`config.mk`:
```
export PLATFORM = sky130hd
export DESIGN_NAME = bp_stream_feeder
export DESIGN_NICKNAME = d
export VERILOG_FILES = /design/src/rtl/bp_pkg.sv /design/src/rtl/bp_transpose_addr_gen.sv /design/src/rtl/bp_stream_feeder.sv
export SDC_FILE = /design/constraint.sdc
export NUM_CORES = 1
export LEC_CHECK = 0
export ABC_AREA = 1
export BUFFER_PORTS_ARGS = -buffer_cell sky130_fd_sc_hd__buf_2
export CAP_MARGIN = 20
export CORE_MARGIN = 2
export CORE_UTILIZATION = 41
export DETAILED_ROUTE_END_ITERATION = 8
export PLACE_DENSITY = 0.67
export SYNTH_ARGS = -nofsm -noshare
export SYNTH_HDL_FRONTEND = slang
export SYNTH_SLANG_ARGS = --single-unit
```
`constraint.sdc`:
```
create_clock -name clk -period 2.4 [get_ports clk]
set_input_delay 0.24 -clock clk [delete_from_list [all_inputs] [get_ports clk]]
set_output_delay 0.24 -clock clk [all_outputs]
set_load 0.005 [all_outputs]
```
`src/rtl/bp_pkg.sv`:
```
// Shared types and memory-map helpers for the back-propagation stream feeder.
package bp_pkg;

    typedef enum logic [2:0] {
        IDLE,
        DATA,
        WAIT_L2,
        WEIGHT_L2,
        WAIT_L1,
        WEIGHT_L1,
        DONE
    } bp_state_t;

    localparam logic [1:0] LAYER_H2 = 2'b10;
    localparam logic [1:0] LAYER_H1 = 2'b01;

    // Output-layer weight matrix starts right after the stored activations.
    function automatic int W_OUT_BASE(input int n_out, input int n_h2, input int n_h1);
        return n_out + n_h2 + n_h1;
    endfunction

    // Each output row carries H2 weights plus one bias word.
    function automatic int W_H2_BASE(input int n_out, input int n_h2, input int n_h1);
        return W_OUT_BASE(n_out, n_h2, n_h1) + n_out * (n_h2 + 1);
    endfunction

endpackage

```
`src/rtl/bp_transpose_addr_gen.sv`:
```
// Transposed matrix walker: addr = base + k*stride + j, j outer, k inner,
// using a row-offset accumulator instead of a multiplier. Reloaded per phase.
module bp_transpose_addr_gen #(
    parameter int ADDR_WIDTH = 11
) (
    input  logic                  clk,
    input  logic                  rst_n,
    input  logic                  load,
    input  logic [ADDR_WIDTH-1:0] base,
    input  logic [ADDR_WIDTH-1:0] outer_count,
    input  logic [ADDR_WIDTH-1:0] inner_count,
    input  logic [ADDR_WIDTH-1:0] stride,
    output logic [ADDR_WIDTH-1:0] addr,
    output logic                  last,
    output logic                  busy
);

    logic [ADDR_WIDTH-1:0] base_q;
    logic [ADDR_WIDTH-1:0] stride_q;
    logic [ADDR_WIDTH-1:0] outer_max_q;
    logic [ADDR_WIDTH-1:0] inner_max_q;
    logic [ADDR_WIDTH-1:0] outer_idx;
    logic [ADDR_WIDTH-1:0] inner_idx;
    logic [ADDR_WIDTH-1:0] row_off;
    logic                  busy_q;
    logic                  inner_end;
    logic                  outer_end;

    assign inner_end = (inner_idx == inner_max_q);
    assign outer_end = (outer_idx == outer_max_q);

    always_ff @(posedge clk) begin
        if (!rst_n) begin
            base_q      <= '0;
            stride_q    <= '0;
            outer_max_q <= '0;
            inner_max_q <= '0;
            outer_idx   <= '0;
            inner_idx   <= '0;
            row_off     <= '0;
            busy_q      <= 1'b0;
        end else if (load) begin
            base_q      <= base;
            stride_q    <= stride;
            outer_max_q <= outer_count - ADDR_WIDTH'(1);
            inner_max_q <= inner_count - ADDR_WIDTH'(1);
            outer_idx   <= '0;
            inner_idx   <= '0;
            row_off     <= '0;
            busy_q      <= 1'b1;
        end else if (busy_q) begin
            if (inner_end) begin
                inner_idx <= '0;
                row_off   <= '0;
                if (outer_end) begin
                    outer_idx <= '0;
                    busy_q    <= 1'b0;
                end else begin
                    outer_idx <= outer_idx + ADDR_WIDTH'(1);
                end
            end else begin
                inner_idx <= inner_idx + ADDR_WIDTH'(1);
                row_off   <= row_off + stride_q;
            end
        end
    end

    assign addr = base_q + row_off + outer_idx;
    assign last = busy_q && inner_end && outer_end;
    assign busy = busy_q;

endmodule

```
`src/rtl/bp_stream_feeder.sv`:
```
// Streams stored forward-pass data backwards, then the output and hidden-2
// weight matrices transposed (bias columns skipped), into back_propagation.
module bp_stream_feeder
    import bp_pkg::*;
#(
    parameter int DATA_WIDTH                    = 32,
    parameter int LAYER_WIDTH                   = 2,
    parameter int NUMBER_OF_HIDDEN_NODE_LAYER_1 = 32,
    parameter int NUMBER_OF_HIDDEN_NODE_LAYER_2 = 32,
    parameter int NUMBER_OF_OUTPUT_NODE         = 3,
    parameter int ADDR_WIDTH                    = 11
) (
    input  logic                   clk,
    input  logic                   rst_n,
    input  logic                   i_start,
    output logic [ADDR_WIDTH-1:0]  o_mem_addr,
    input  logic [DATA_WIDTH-1:0]  i_mem_data,
    output logic [LAYER_WIDTH-1:0] o_exp_addr,
    input  logic [DATA_WIDTH-1:0]  i_exp_data,
    output logic                   o_data_valid,
    output logic [DATA_WIDTH-1:0]  o_data_node,
    output logic [DATA_WIDTH-1:0]  o_data_expected,
    input  logic [LAYER_WIDTH-1:0] i_current_layer,
    input  logic                   i_weight_request,
    output logic                   o_weight_valid,
    output logic [DATA_WIDTH-1:0]  o_weight,
    output logic                   o_busy,
    output logic                   o_done,
    output bp_state_t              o_state
);

    localparam int N_OUT   = NUMBER_OF_OUTPUT_NODE;
    localparam int N_H2    = NUMBER_OF_HIDDEN_NODE_LAYER_2;
    localparam int N_H1    = NUMBER_OF_HIDDEN_NODE_LAYER_1;
    localparam int N_NODES = N_OUT + N_H2 + N_H1;

    localparam logic [ADDR_WIDTH-1:0] NODE_LAST = ADDR_WIDTH'(N_NODES - 1);
    localparam logic [ADDR_WIDTH-1:0] OUT_A     = ADDR_WIDTH'(N_OUT);
    localparam logic [ADDR_WIDTH-1:0] H2_A      = ADDR_WIDTH'(N_H2);
    localparam logic [ADDR_WIDTH-1:0] H1_A      = ADDR_WIDTH'(N_H1);
    localparam logic [ADDR_WIDTH-1:0] W_OUT_A   = ADDR_WIDTH'(W_OUT_BASE(N_OUT, N_H2, N_H1));
    localparam logic [ADDR_WIDTH-1:0] W_H2_A    = ADDR_WIDTH'(W_H2_BASE(N_OUT, N_H2, N_H1));

    // Valid/ready: there is no ready. Every valid beat is consumed in the cycle
    // it is shown; data/weight words hold their last value while valid is low.

    bp_state_t             state;
    bp_state_t             state_d;
    logic [ADDR_WIDTH-1:0] node_cnt;
    logic                  gen_load;
    logic [ADDR_WIDTH-1:0] gen_base;
    logic [ADDR_WIDTH-1:0] gen_outer;
    logic [ADDR_WIDTH-1:0] gen_inner;
    logic [ADDR_WIDTH-1:0] gen_stride;
    logic [ADDR_WIDTH-1:0] gen_addr;
    logic                  gen_last;
    logic                  gen_busy;
    logic                  issue_data;
    logic                  issue_out;
    logic                  issue_weight;
    logic                  data_valid_q;
    logic                  data_out_q;
    logic                  weight_valid_q;
    logic                  done_q;
    logic [DATA_WIDTH-1:0] node_hold;
    logic [DATA_WIDTH-1:0] exp_hold;
    logic [DATA_WIDTH-1:0] weight_hold;
    logic [DATA_WIDTH-1:0] exp_beat;

    bp_transpose_addr_gen #(
        .ADDR_WIDTH (ADDR_WIDTH)
    ) u_addr_gen (
        .clk         (clk),
        .rst_n       (rst_n),
        .load        (gen_load),
        .base        (gen_base),
        .outer_count (gen_outer),
        .inner_count (gen_inner),
        .stride      (gen_stride),
        .addr        (gen_addr),
        .last        (gen_last),
        .busy        (gen_busy)
    );

    always_ff @(posedge clk) begin
        if (!rst_n) begin
            state    <= IDLE;
            node_cnt <= '0;
        end else begin
            state    <= state_d;
            node_cnt <= (state == DATA && node_cnt != NODE_LAST) ? node_cnt + ADDR_WIDTH'(1) : '0;
        end
    end

    always_comb begin
        state_d    = state;
        gen_load   = 1'b0;
        gen_base   = W_OUT_A;
        gen_outer  = H2_A;
        gen_inner  = OUT_A;
        gen_stride = H2_A + ADDR_WIDTH'(1);
        case (state)
            IDLE:      if (i_start) state_d = DATA;
            DATA:      if (node_cnt == NODE_LAST) state_d = WAIT_L2;
            WAIT_L2: begin
                if (i_weight_request && i_current_layer == LAYER_WIDTH'(LAYER_H2)) begin
                    state_d  = WEIGHT_L2;
                    gen_load = 1'b1;
                end
            end
            WEIGHT_L2: if (gen_last) state_d = WAIT_L1;
            WAIT_L1: begin
                if (i_weight_request && i_current_layer == LAYER_WIDTH'(LAYER_H1)) begin
                    state_d    = WEIGHT_L1;
                    gen_load   = 1'b1;
                    gen_base   = W_H2_A;
                    gen_outer  = H1_A;
                    gen_inner  = H2_A;
                    gen_stride = H1_A + ADDR_WIDTH'(1);
                end
            end
            WEIGHT_L1: if (gen_last) state_d = DONE;
            DONE:      state_d = IDLE;
            default:   state_d = IDLE;
        endcase
    end

    assign issue_data   = (state == DATA);
    assign issue_out    = issue_data && (node_cnt < OUT_A);
    assign issue_weight = (state == WEIGHT_L2 || state == WEIGHT_L1) && gen_busy;

    always_comb begin
        o_mem_addr = '0;
        if (issue_data) o_mem_addr = node_cnt;
        else if (issue_weight) o_mem_addr = gen_addr;
    end

    assign o_exp_addr = issue_out ? node_cnt[LAYER_WIDTH-1:0] : '0;

    // RAM data lands one cycle after the address; the flags follow it.
    always_ff @(posedge clk) begin
        if (!rst_n) begin
            data_valid_q   <= 1'b0;
            data_out_q     <= 1'b0;
            weight_valid_q <= 1'b0;
            done_q         <= 1'b0;
            node_hold      <= '0;
            exp_hold       <= '0;
            weight_hold    <= '0;
        end else begin
            data_valid_q   <= issue_data;
            data_out_q     <= issue_out;
            weight_valid_q <= issue_weight;
            done_q         <= (state == DONE);
            if (data_valid_q) begin
                node_hold <= i_mem_data;
                exp_hold  <= exp_beat;
            end
            if (weight_valid_q) weight_hold <= i_mem_data;
        end
    end

    assign exp_beat        = data_out_q ? i_exp_data : '0;
    assign o_data_valid    = data_valid_q;
    assign o_data_node     = data_valid_q ? i_mem_data : node_hold;
    assign o_data_expected = data_valid_q ? exp_beat : exp_hold;
    assign o_weight_valid  = weight_valid_q;
    assign o_weight        = weight_valid_q ? i_mem_data : weight_hold;
    assign o_busy          = (state != IDLE);
    assign o_done          = done_q;
    assign o_state         = state;

endmodule

```
---- After elaboration in Yosys (flattened, before gate mapping) ----
Index checks and enable logic that the tools add are counted.
cells by class
  multiplexer cells ....................... 28
  order comparisons ....................... 1
  equality and inequality tests ........... 18
  $add $sub $neg .......................... 7
  reduce and logical (&&, ||, !) cells .... 14
  bitwise logic cells ..................... 1
operators with widths
  kind                   count
  $mux 32                4
  $mux 11                5
  $add 11x1->11 const B  3
  $add 11x11->11         2
  $mux 3                 6
  $pmux 3 s6             1
  $mux 8                 2
  $mux 6                 2
  $add 11x6->11          1
  $eq 11x11->1           1
  $eq 11x5->1            1
  $eq 11x7->1 const B    1
  $lt 11x2->1 const B    1
  $ne 11x7->1 const B    1
  $ne 2x2->1 const B     5
  $eq 3x3->1 const B     3
  $logic_and 1x1->1      7
  $sub 6x1->7 const B    1
  $eq 3x2->1 const B     2
  $mux 1                 6
  $reduce_and 6->1       1
  $reduce_and 2->1       2
  $eq 3x1->1 const B     1
  $logic_not 3->1        1
  9 further kinds        9
word-level totals
  output and inout port bits .............. 116
  input bits .............................. 70
  bits in registers ....................... 172
  word-level logic and storage cells ...... 86

---- Depth between registers and ports, before layout ----
Gate-level depths: netlist of the first run.
  depth after elaboration ................. 5
  gate-level depth with buffers ........... 16
  depth with buffers taken out ............ 16

---- Cells and area by module ----
A second synthesis of the first run with hierarchy kept.
unflattened totals
  cells, all modules ...................... 1411
  area, all modules ....................... 9775.6 µm²
modules (own cells, without submodules)
  module                 cells an instance  area each (µm²)  sequential area each (µm²)  times used
  bp_transpose_addr_gen  700                4906.0           1561.5                      1
  bp_stream_feeder       711                4869.7           2282.2                      1

---- Worst setup path after synthesis of the first run ----
Ideal clock, no wire load.
  path kind ............................... register to output
  from .................................... register u_addr_gen.row_off[1]
  to ...................................... output o_mem_addr[9]
  cell stages (with the launch flop) ...... 17
  arrival time ............................ 2263 ps
  buffers on the path ..................... 0
  slack ................................... -103 ps
  cells stage by stage .................... dfxtp_1 inv_1 fa_1 inv_1 ha_1 inv_1 fa_1 inv_1 nand2_1 nand2_1 nand2_1 nand2_1 nand4_1 nand2_1 xor2_1 nand2_1 o21ai_0
between the ends
  cells in the longest elaborated chain, start to end .. 4
RTL lines
  item                         RTL line                     text
  start, declared              bp_transpose_addr_gen.sv:24  logic [ADDR_WIDTH-1:0] row_off;
  start signal, assigned       bp_transpose_addr_gen.sv:63  row_off <= row_off + stride_q;
  $add 11x11->11 (2 in a row)  bp_transpose_addr_gen.sv:68  assign addr = base_q + row_off + outer_idx;
  $mux 11                      bp_stream_feeder.sv:135      else if (issue_weight) o_mem_addr = gen_addr;
  $mux 11                      bp_stream_feeder.sv:134      if (issue_data) o_mem_addr = node_cnt;
  end, declared                bp_stream_feeder.sv:16       output logic [ADDR_WIDTH-1:0] o_mem_addr,
Every way passes these cells.

---- Worst setup path in the final report of the first run ----
Same ends and word-level chain as after synthesis.

==> results by group, run 1 <==
Timing
  • Worst slew margin: around 42%
  • Setup TNS: -3.42 ns
  • Fmax: between 300 and 400 MHz
  • RSZ-0062 raised after global routing: yes
  • Slew @ Worst Pin: 0.869 ns
  • Hold_ws: between 0.08 and 0.09 ns
  • Hold Fails Final Rpt: 0
  • Final worst setup slack: -0.597 ns
  • Final Max Slew Viols: 0
  • Layout Skew: roughly 0.012 ns
  • Tmin final: between 2 and 3 ns
  • Endpoints failing setup: 9
  • Tcrit/Tclk final: 125%

Setup path
  • CP Data Arrival Time: about 2.8 ns
  • Delay-heaviest family, CP: adder cells
  • Crit Path Max Fanout: 3
  • Worst setup path class: reg2out
  • CP required: around 2.2 ns
  • CP Cell Sequence: inv_2 -> fa_1 -> inv_1 -> ha_2 -> inv_2 -> fa_2 -> inv_2 -> nand2_2 -> nand2_1 -> nand2_1 -> nand2_2 -> nand4_1 -> nand2_1 -> xor2_1 -> nand2_1 -> o21ai_1 -> buf_2
  • CP Capture Type: primary output
  • Critical path buffers and inverters: 5
  • Crit start category: flop
  • Slowest stage delay, CP: 0.46 ns
  • Critical Path Most Common Cell: nand2_1
  • CP max-delay cell: fa_1

Detailed routing
  • Vias/cell: 4.81
  • Final antenna-violating net count: 0
  • # DRC: 0
  • Vias: around 7100
  • WL final: 19300 microns
  • Wire length per cell: approximately 13 microns
  • Iter 0 DRT Violations: about 440
  • TritonRoute pass-1 iters: 4

Synth
  • Top_reg_cell synth: dfxtp_1
  • Adder-cell share of the synthesized area: around 5.4%
  • FFs w/ async S/R, synth: 0%
  • Syn_nets: around 1100
  • Compound-Gate Fraction of Synth Area: about an eighth
  • Synth Area per Inst: between 7 and 8 sq um
  • Gate Count Post-Synth: 1026
  • Combinational family with the most area after synthesis: simple AND/OR/NAND/NOR gates
  • Synth Area in XOR/XNOR: ~2.3%
  • Synth Register Bits: 152
  • Sequential area share after synthesis: approximately 42%
  • Cell Area, Synth: ~7200 sq um
  • Post-synth EDFFs: 0
  • Post-synthesis mux area share: 0%
  • Library cells used by synthesis: 42
  • Ys Warns: 0
  • Simple-Gate Fraction of Synth Area: 26.7%

Status
  • Status: finished, violations left
  • Failing checks: negative setup slack

GRT
  • Largest net degree at the start of global routing: 81
  • GRT Overall Usage: roughly a fifth
  • Gr ovfl total: 0
  • Via count of the first global-routing pass: around 6200
  • Initial antenna violation count: 1
  • First-pass GRT wire length: roughly 30000 microns

Floorplan
  • Core box area: roughly 17000 sq um
  • DIE HEIGHT: ~140 microns
  • Initial cell density of the core: a little over two fifths
  • Full die area: between 15000 and 20000 sq um
  • Die Wd: 136 microns
  • Ports: between 150 and 200
  • Row cnt: 48

Placed design
  • DP Worst Slack: -0.170 ns
  • DP Wirelength: ~14000 microns
  • DP Area: 8480 sq um
  • PortBufs: 185
  • GPL Wtd Cong: 0.892

Power and ir drop
  • Static Leak: between 4 and 5 nW
  • Power density over the cells: around 720 nW/um^2
  • Maximum vdd ir drop: about 0.00052 V

Clock network
  • CTS buffer count: 17
  • Max H-tree Level: 4
  • CTS clk-pin slew, worst paths: about 0.070 ns
  • Worst skew pair latency: ~0.42 ns
  • Root Driver: clkbuf_16
  • CTS Buffer Depth: 2
  • CTS tree: built
  • Clock Sink Count: 152

Layout
  • Nets: roughly 1300
  • Area grow syn2layout: 29.8%
  • Final instance area: about 9300 sq um
  • Share of layout cells above drive strength 1: 25.2%

Flow run
  • Max Cap Viol: 0

Worst hold path
  • Hold WC Path Type: in2reg
==> sequential cells by signal, indices dropped and copies added (netlist names) <==
name                    cells
o_done                      1
data_out_q                  1
u_addr_gen.busy             1
u_addr_gen.outer_idx       11
o_data_valid                1
u_addr_gen.inner_idx       11
node_hold                  32
weight_hold                32
o_state                     3
node_cnt                   11
u_addr_gen.inner_max_q      3
u_addr_gen.base_q           1
exp_hold                   32
u_addr_gen.row_off         11
o_weight_valid              1
==> layout by cell type, fill, tap and decap left out, types with 10 or more instances in the layout <==
| cell type | Yosys | final |
|---|---|---|
| ha_1 | 20 | 13 |
| nand3_1 | 29 | 26 |
| o22ai_1 | 36 | 36 |
| inv_2 | 4 | 11 |
| a21oi_1 | 92 | 89 |
| nor3_1 | 10 | 10 |
| clkbuf_16 | 0 | 17 |
| xor2_1 | 13 | 13 |
| nand2_1 | 282 | 279 |
| nor2_1 | 111 | 110 |
| buf_4 | 1 | 36 |
| buf_2 | 2 | 185 |
| dfxtp_1 | 152 | 144 |
| nand4_1 | 10 | 10 |
| o21ai_0 | 21 | 14 |
| inv_1 | 156 | 149 |
==> power breakdown <==
group	total [mW]	internal [mW]	leakage (nW)	switching, mW
combinational	1.16	0.430	3.08	0.732
clock	2.84	1.68	0.303	1.15
sequential	2.73	2.65	1.23	0.0850
==> per-layer routing <==
layer | up-vias | GRT usage (%) | routed length (microns)
met4 | 0 | 6.66 | 278
met1 | 3188 | 26.2 | 8850
met5 | - | 0 | 0
li1 | 3656 | - | -
met3 | 20 | 4.44 | 1200
met2 | 212 | 34.2 | 9010
==> worst paths after layout <==
kind | start | end | slack, ns | cells after the start
min reg2reg | u_addr_gen.inner_max_q[9] | u_addr_gen.inner_max_q[9] | 0.46 | 2
max | u_addr_gen.row_off[1] | o_mem_addr[9] | -0.60 | 17
max reg2reg | u_addr_gen.outer_idx[2] | u_addr_gen.outer_idx[6] | 0.35 | 10
min | i_mem_data[16] | weight_hold[16] | 0.09 | 3
==> worst reg2reg max path: cells and delay by family, from the launching register on <==
kind / cells / cell delay (ns)
buffers and inverters: 2 / 0.28
and+or+nand+nor: 8 / 1.31
DFF: 1 / 0.35
==> area by class of cell <==
| class | count | area, sq um |
|---|---|---|
| Fill cell | 1641 | 7910 |
| Multi-Input combinational cell | 677 | 3520 |
| Tap cell | 225 | 282 |
| Sequential cell | 152 | 3050 |
| Clock buffer | 17 | 425 |
| Inverter | 161 | 606 |
| Antenna cell | 1 | 2.50 |
| Clock inverter | 15 | 205 |
| Timing Repair Buffer | 224 | 1230 |
==> cells in the mapped netlist (4+ instances only) <==
library cell,instances,area share [%]
a21oi_1,92,6.4
buf_1,10,0.52
clkbuf_1,23,1.2
dfxtp_1,152,42
fa_1,7,2.0
ha_1,20,3.5
inv_1,156,8.2
inv_2,4,0.21
nand2_1,282,15
nand3_1,29,2.0
nand4_1,10,0.87
nor2_1,111,5.8
nor3_1,10,0.70
nor3b_1,5,0.52
o21ai_0,21,1.5
o21ai_1,4,0.28
o22ai_1,36,3.1
xnor2_1,6,0.73
xor2_1,13,1.6
==> kinds of logic after synthesis <==
family                   after synthesis
AO/OA/AOI/OAI                        166
XOR/XNOR                              19
adder cells (fa/ha/maj)               27
buffers and inverters                197
flip-flops                           152
AND/OR/NAND/NOR                      465
==> through the flow <==
step                      std cells  power (mW)  utilization, %
after CTS                      1464        6.79            53.4
after floorplan                1026        3.45               -
final                          1472        6.73            54.1
after global placement         1429        3.92            49.2
after global routing           1472        7.07            54.1
after detailed placement       1429        3.93            49.2
==> repair_timing <==
item,in CTS,in global routing
setup endpoints to repair,9,11
pin swaps,7,8
hold buffers,0,0
gates cloned,0,0
resized for setup,26,18
buffers inserted,3,8
Power figures use the tool's default switching activity.
==> run 2, diff against run 1 <==
CORE_MARGIN = 5   (was 2)
MAX_ROUTING_LAYER = met4   (was unset)
==> results by group, run 2 (synthesis gave the netlist of run 1 again) <==
Status
  • Status: finished, violations left
  • Failing checks: negative setup slack

Power and ir drop
  • Internal power: approximately 4.5 mW
  • PnR Total Power: between 6 and 7 mW
  • Sw Share: a little under a third
  • Combinational share of power: between 10% and 20%
  • Seq pwr share: 42.2%
  • Maximum vdd ir drop: between 0.0004 and 0.0005 V
  • Clock power frac: between 30% and 40%
  • P_sw: roughly 2.0 mW
  • Static Leak: around 4.6 nW
  • Power density over the cells: about 700 nW/um^2

Timing
  • Final Max Slew Viols: 0
  • Layout Skew: about 0.012 ns
  • Slew @ Worst Pin: around 0.7 ns
  • Fmax: 340 MHz
  • Tcrit/Tclk final: 122%
  • Hold Fails Final Rpt: 0
  • Final worst setup slack: -0.539 ns
  • Tmin final: 2.94 ns
  • Endpoints failing setup: 9
  • RSZ-0062 raised after global routing: yes
  • Worst slew margin: between 50% and 60%

Layout
  • Largest regs: exp_hold: 32 flops, node_hold: 32 flops, weight_hold: 32 flops
  • Share of layout cells above drive strength 1: 24.7%
  • Fin util: a little over half
  • Final instance area: between 9000 and 10000 sq um
  • Register area: 3060 sq um
  • # fillers: about 1700
  • ANT cells: 0
  • Nets: between 1000 and 1500
  • Most frequent cells in the layout: nand2_1 (279), buf_2 (185), inv_1 (148)
  • Most common cell after layout, fill and taps aside: nand2_1
  • Multi-input gate area: roughly 3500 sq um
  • Area grow syn2layout: 28.5%

Worst hold path
  • Hold WC Path Type: in2reg
  • Hold-critical path depth: 3
  • Hold EP: weight_hold[13]
  • Origin of the worst min-delay path: i_mem_data[13]

Clock network
  • Max H-tree Level: 4
  • CTS Hold Bufs: 0
  • CTS tree: built
  • CTS buffer count: 17
  • Root Driver: clkbuf_16
  • Worst skew pair latency: 0.42 ns
  • CTS clk-pin slew, worst paths: approximately 0.070 ns
  • Clock Sink Count: between 150 and 200
  • CTS Buffer Depth: 2

Setup path
  • Worst setup path class: reg2out
  • Crit Path Max Fanout: 3
  • Worst reg2reg startpoint: u_addr_gen.outer_idx[2]
  • CP Capture Type: primary output
  • CP required: 2.16 ns
  • Reg-to-reg endpoint: u_addr_gen.outer_idx[3]
  • R2r setup slk: 0.41 ns
  • Worst setup path start: u_addr_gen.row_off[1]
  • Crit start category: flop
  • CP Data Arrival Time: around 2.7 ns
  • FF-to-FF path depth: 10

GRT
  • Largest net degree at the start of global routing: a little under 100
  • First-pass GRT wire length: 31500 microns
  • Initial antenna violation count: 0
  • Gr ovfl total: 0
  • GRT Overall Usage: between 10% and 20%
  • Via count of the first global-routing pass: approximately 6400

Floorplan
  • Ports: 186
  • Full die area: 20300 sq um
  • Row cnt: 48
  • DIE HEIGHT: about 140 microns
  • Initial cell density of the core: a little over two fifths
  • Die Wd: ~140 microns
  • Core box area: ~17000 sq um

Placed design
  • DP Wirelength: approximately 14000 microns
  • GPL Wtd Cong: 0.870
  • DP Area: 8480 sq um
  • PortBufs: between 150 and 200

Detailed routing
  • Vias: 6978
  • Iter 0 DRT Violations: 420
  • # DRC: 0
  • WL final: just under 20000 microns
  • Vias/cell: about 4.8
  • Wire length per cell: between 10 and 15 microns
  • Final antenna-violating net count: 0
  • TritonRoute pass-1 iters: 5

Flow run
  • Max Cap Viol: 0
-- run 2: cell count changes in the layout (fill, tap and decap cells not counted), sizes merged --
| cell | delta |
|---|---|
| diode | -1 |
| inv | -3 |
| clkinvlp | +1 |
| clkbuf | +2 |
| buf | -4 |
| clkinv | +3 |
| bufinv | -3 |
-- run 2: layout make-up --
cell class | instances | area share, %
clock buffers | 19 | 4.91
clock inverters | 13 | 1.22
inverters | 161 | 6.55
multi-input cells | 677 | 38.0
flip-flops and latches | 152 | 33.1
well taps | 225 | 3.05
repair buffers | 220 | 13.2
-- run 2: stage by stage --
step	std cells	worst slack (ns)	TNS (ns)	hold WS, ns
floorplan	1026	0.000900	0	0.360
global placement	1428	-0.131	-0.389	0.445
detailed placement	1428	-0.153	-0.521	0.454
CTS	1465	-0.582	-4.02	0.0794
global route	1467	-0.741	-4.87	0.0952
finish	1467	-0.539	-3.54	0.0943
-- run 2: how the worst max path moves through the flow --
stage	slack, ns	endpoint	cells past startpoint
final	-0.54	o_mem_addr[9]	17
after global placement	-0.13	o_mem_addr[9]	17
after global routing	-0.74	o_mem_addr[9]	17
after floorplan	0.0009	o_mem_addr[9]	16
after CTS	-0.58	o_mem_addr[9]	17
after detailed placement	-0.15	o_mem_addr[9]	17
-- run 2: routing by layer --
metal | track usage, % | part of all wire, % | vias to the layer above
met4 | 6.75 | 2.1 | 0
met3 | 3.23 | 6.5 | 34
met2 | 31.2 | 47 | 196
li1 | - | - | 3628
met5 | - | 0 | -
met1 | 25.3 | 45 | 3120
-- run 2: what timing repair did --
action | in CTS | in global routing
setup endpoints to repair | 9 | 11
gates resized for setup | 16 | 26
pin swaps | 3 | 7
buffers inserted | 5 | 3
-- run 2: worst max-delay path, stage by stage, from the launching register on --
cell	delay, ns
dfxtp_2	0.33
inv_2	0.05
fa_1	0.46
inv_1	0.07
ha_2	0.18
inv_2	0.04
fa_2	0.35
inv_2	0.05
nand2_1	0.04
nand2_1	0.05
nand2_1	0.05
nand2_2	0.08
nand4_1	0.07
nand2_1	0.08
xor2_1	0.14
nand2_1	0.06
o21ai_1	0.06
buf_2	0.12
-- run 2: power groups by stage --
stage	clock network (mW)	logic, mW	registers, mW
final	2.53	1.20	2.72
after CTS	2.57	1.19	2.72
after global placement	0	1.17	2.77
after detailed placement	0	1.18	2.78
after floorplan	0	0.689	2.76
after global routing	2.68	1.34	2.74
==> run 3, diff against run 2 <==
ABC_AREA = unset   (was 1)
==> results by group, run 3 <==
Synth
  • Syn_nets: 881
  • Synth cell count leaders: dfxtp_1 (152), and2_1 (100), mux2_2 (64), nand2_1 (64), nor2_1 (61)
  • Gate Count Post-Synth: a little under 800
  • Synth Register Bits: 152
  • Sequential area share after synthesis: about 43%
  • Library cells used by synthesis: 53
  • Post-synth EDFFs: 0
  • Top-area cell type share of the netlist area: between 40% and 50%
  • Synth top area cells: dfxtp_1 (43%), mux2_2 (10%), and2_1 (8.8%), ha_1 (3.5%), o21ai_0 (3.4%)
  • Area leader, netlist: dfxtp_1
  • FFs w/ async S/R, synth: 0%
  • Most frequent cell after synthesis: dfxtp_1
  • Cell Area, Synth: a little over 7000 sq um
  • Synth Area per Inst: between 9 and 10 sq um
  • Top_reg_cell synth: dfxtp_1
  • Ys Warns: 0

Floorplan
  • DIE HEIGHT: approximately 140 microns
  • Core box area: between 15000 and 20000 sq um
  • Row cnt: 48
  • Die Wd: roughly 140 microns
  • Initial cell density of the core: between 40% and 50%
  • Ports: 186
  • Full die area: about 20000 sq um

Setup path
  • CP Data Arrival Time: 2.88 ns
  • Crit Path Max Fanout: 3
  • CP Capture Type: primary output
  • CP required: around 2.2 ns
  • Crit start category: flop
  • Worst setup path class: reg2out

Clock network
  • Max H-tree Level: 4
  • Worst skew pair latency: between 0.4 and 0.5 ns
  • Root Driver: clkbuf_16
  • CTS buffer count: 17
  • CTS Hold Bufs: 0
  • CTS tree: built
  • CTS Buffer Depth: 2
  • Clock Sink Count: around 150
  • CTS clk-pin slew, worst paths: 0.07 ns

Timing
  • Layout Skew: 0.00893 ns
  • Hold Fails Final Rpt: 0
  • Worst slew margin: between 60% and 70%
  • Final Max Slew Viols: 0
  • Slew @ Worst Pin: 0.496 ns
  • Tmin final: just over 3 ns
  • Final worst setup slack: -0.717 ns
  • Endpoints failing setup: 9
  • Fmax: around 320 MHz
  • RSZ-0062 raised after global routing: yes
  • Tcrit/Tclk final: 130%

GRT
  • Largest net degree at the start of global routing: 67
  • GRT Overall Usage: approximately 18%
  • Initial antenna violation count: 3
  • Via count of the first global-routing pass: 5788
  • Gr ovfl total: 0
  • First-pass GRT wire length: 29100 microns

Placed design
  • Cells after DPL: 1200
  • DP Area: about 8600 sq um
  • DP Wirelength: approximately 13000 microns
  • GPL Wtd Cong: slightly above 0.8
  • PortBufs: approximately 190

Detailed routing
  • Vias: around 6000
  • TritonRoute pass-1 iters: 4
  • WL final: approximately 18000 microns
  • # DRC: 0
  • Vias/cell: 4.86
  • Final antenna-violating net count: 0
  • Wire length per cell: between 10 and 15 microns
  • Iter 0 DRT Violations: between 300 and 400

Layout
  • Most common cell after layout, fill and taps aside: buf_2
  • Multi-input gate area: 3870 sq um
  • Layout Cells excl Fill: between 1000 and 1500
  • Fin util: 54.7%
  • Share of layout cells above drive strength 1: 37.0%
  • Nets: between 1000 and 1500
  • Area grow syn2layout: 31.5%
  • Most frequent cells in the layout: buf_2 (185), dfxtp_1 (144), and2_1 (100)
  • Largest regs: exp_hold: 32 flops, node_hold: 32 flops, weight_hold: 32 flops
  • Final instance area: ~9400 sq um
  • # fillers: around 1500
  • Register area: 3060 sq um

Power and ir drop
  • P_sw: between 1.5 and 2 mW
  • Combinational share of power: between 10% and 20%
  • PnR Total Power: between 6 and 7 mW
  • Clock power frac: 40.7%
  • Seq pwr share: between 40% and 50%
  • Sw Share: 28.3%
  • Static Leak: about 4.3 nW
  • Internal power: between 4 and 5 mW
  • Maximum vdd ir drop: 0.000452 V
  • Power density over the cells: 715 nW/um^2

Status
  • Status: finished, violations left
  • Failing checks: negative setup slack

Worst hold path
  • Hold WC Path Type: in2reg

Flow run
  • Max Cap Viol: 0
-- run 3: cell types whose count changed after synthesis, moves of 9 or more --
cell,previous run,this run
nand2_1,282,64
inv_1,156,52
and2_1,0,100
o21ai_0,21,49
o22ai_1,36,1
nor2_1,111,61
mux2_2,0,64
nand3_1,29,16
a21oi_1,92,15
xnor2_1,6,15
xor2_1,13,28
-- run 3: final cells by class --
class	instances	share of cell area, %
Sequential cell	152	32.5
Timing Repair Buffer	239	14.6
Clock inverter	14	1.89
Tap cell	225	3.00
Inverter	52	2.08
Multi-Input combinational cell	539	41.3
Antenna cell	3	0.0799
Clock buffer	18	4.57
-- run 3: stage by stage --
step | hold WS (ns) | TNS, ns | setup WS [ns]
CTS | 0.0748 | -4.11 | -0.683
floorplan | 0.418 | -0.131 | -0.120
detailed placement | 0.495 | -0.845 | -0.256
global placement | 0.491 | -0.625 | -0.224
global route | 0.110 | -5.56 | -0.824
finish | 0.0945 | -4.50 | -0.717
-- run 3: path summary, 6_finish.rpt --
path | from | end | slack [ns] | cells past startpoint
max reg2reg | u_addr_gen.outer_idx[5] | o_state[0] | 0.18 | 6
min reg2reg | u_addr_gen.inner_max_q[9] | u_addr_gen.inner_max_q[9] | 0.50 | 1
min | rst_n | u_addr_gen.base_q[6] | 0.09 | 3
max | u_addr_gen.row_off[1] | o_mem_addr[7] | -0.72 | 12
-- run 3: repair_timing --
| action | in CTS | in global routing |
|---|---|---|
| pin swaps | 14 | 14 |
| buffers inserted | 2 | 6 |
| hold endpoints to repair | 0 | 0 |
| endpoints found under the setup margin | 9 | 11 |
| gates resized for setup | 16 | 23 |
-- run 3: power groups by stage --
stage	Sequential, mW	Combinational (mW)	Clock, mW
floorplan	2.77	0.748	0
global placement	2.82	1.20	0
detailed placement	2.83	1.21	0
CTS	2.77	1.22	2.80
global route	2.79	1.34	2.91
finish	2.77	1.21	2.73
-- run 3: kinds of logic after synthesis --
group | count (synthesis) | share of synthesized area [%]
AO/OA/AOI/OAI | 92 | 7.87
XOR/XNOR | 43 | 5.27
adder cells (fa/ha/maj) | 27 | 5.47
buffers and inverters | 93 | 4.98
flip-flops | 152 | 42.6
multiplexers | 68 | 10.7
AND/OR/NAND/NOR | 309 | 23.2
-- run 3: routing by layer --
| metal | GRT usage, % | up-vias | wire length (microns) |
|---|---|---|---|
| li1 | - | 3066 | - |
| met1 | 23.1 | 2789 | 8340 |
| met2 | 29.8 | 166 | 8670 |
| met3 | 4.10 | 20 | 1180 |
| met4 | 4.95 | 0 | 198 |
| met5 | - | - | 0 |
-- run 3: critical path: stages (launching register included) --
cell and delay (ns):
dfxtp_2 0.35, inv_2 0.04, fa_1 0.51, inv_2 0.05, ha_4 0.16, inv_2 0.06, fa_2 0.20, nand2b_4 0.14
a21oi_4 0.06, o21ai_1 0.12, or3b_4 0.37, a32o_1 0.26, buf_2 0.12
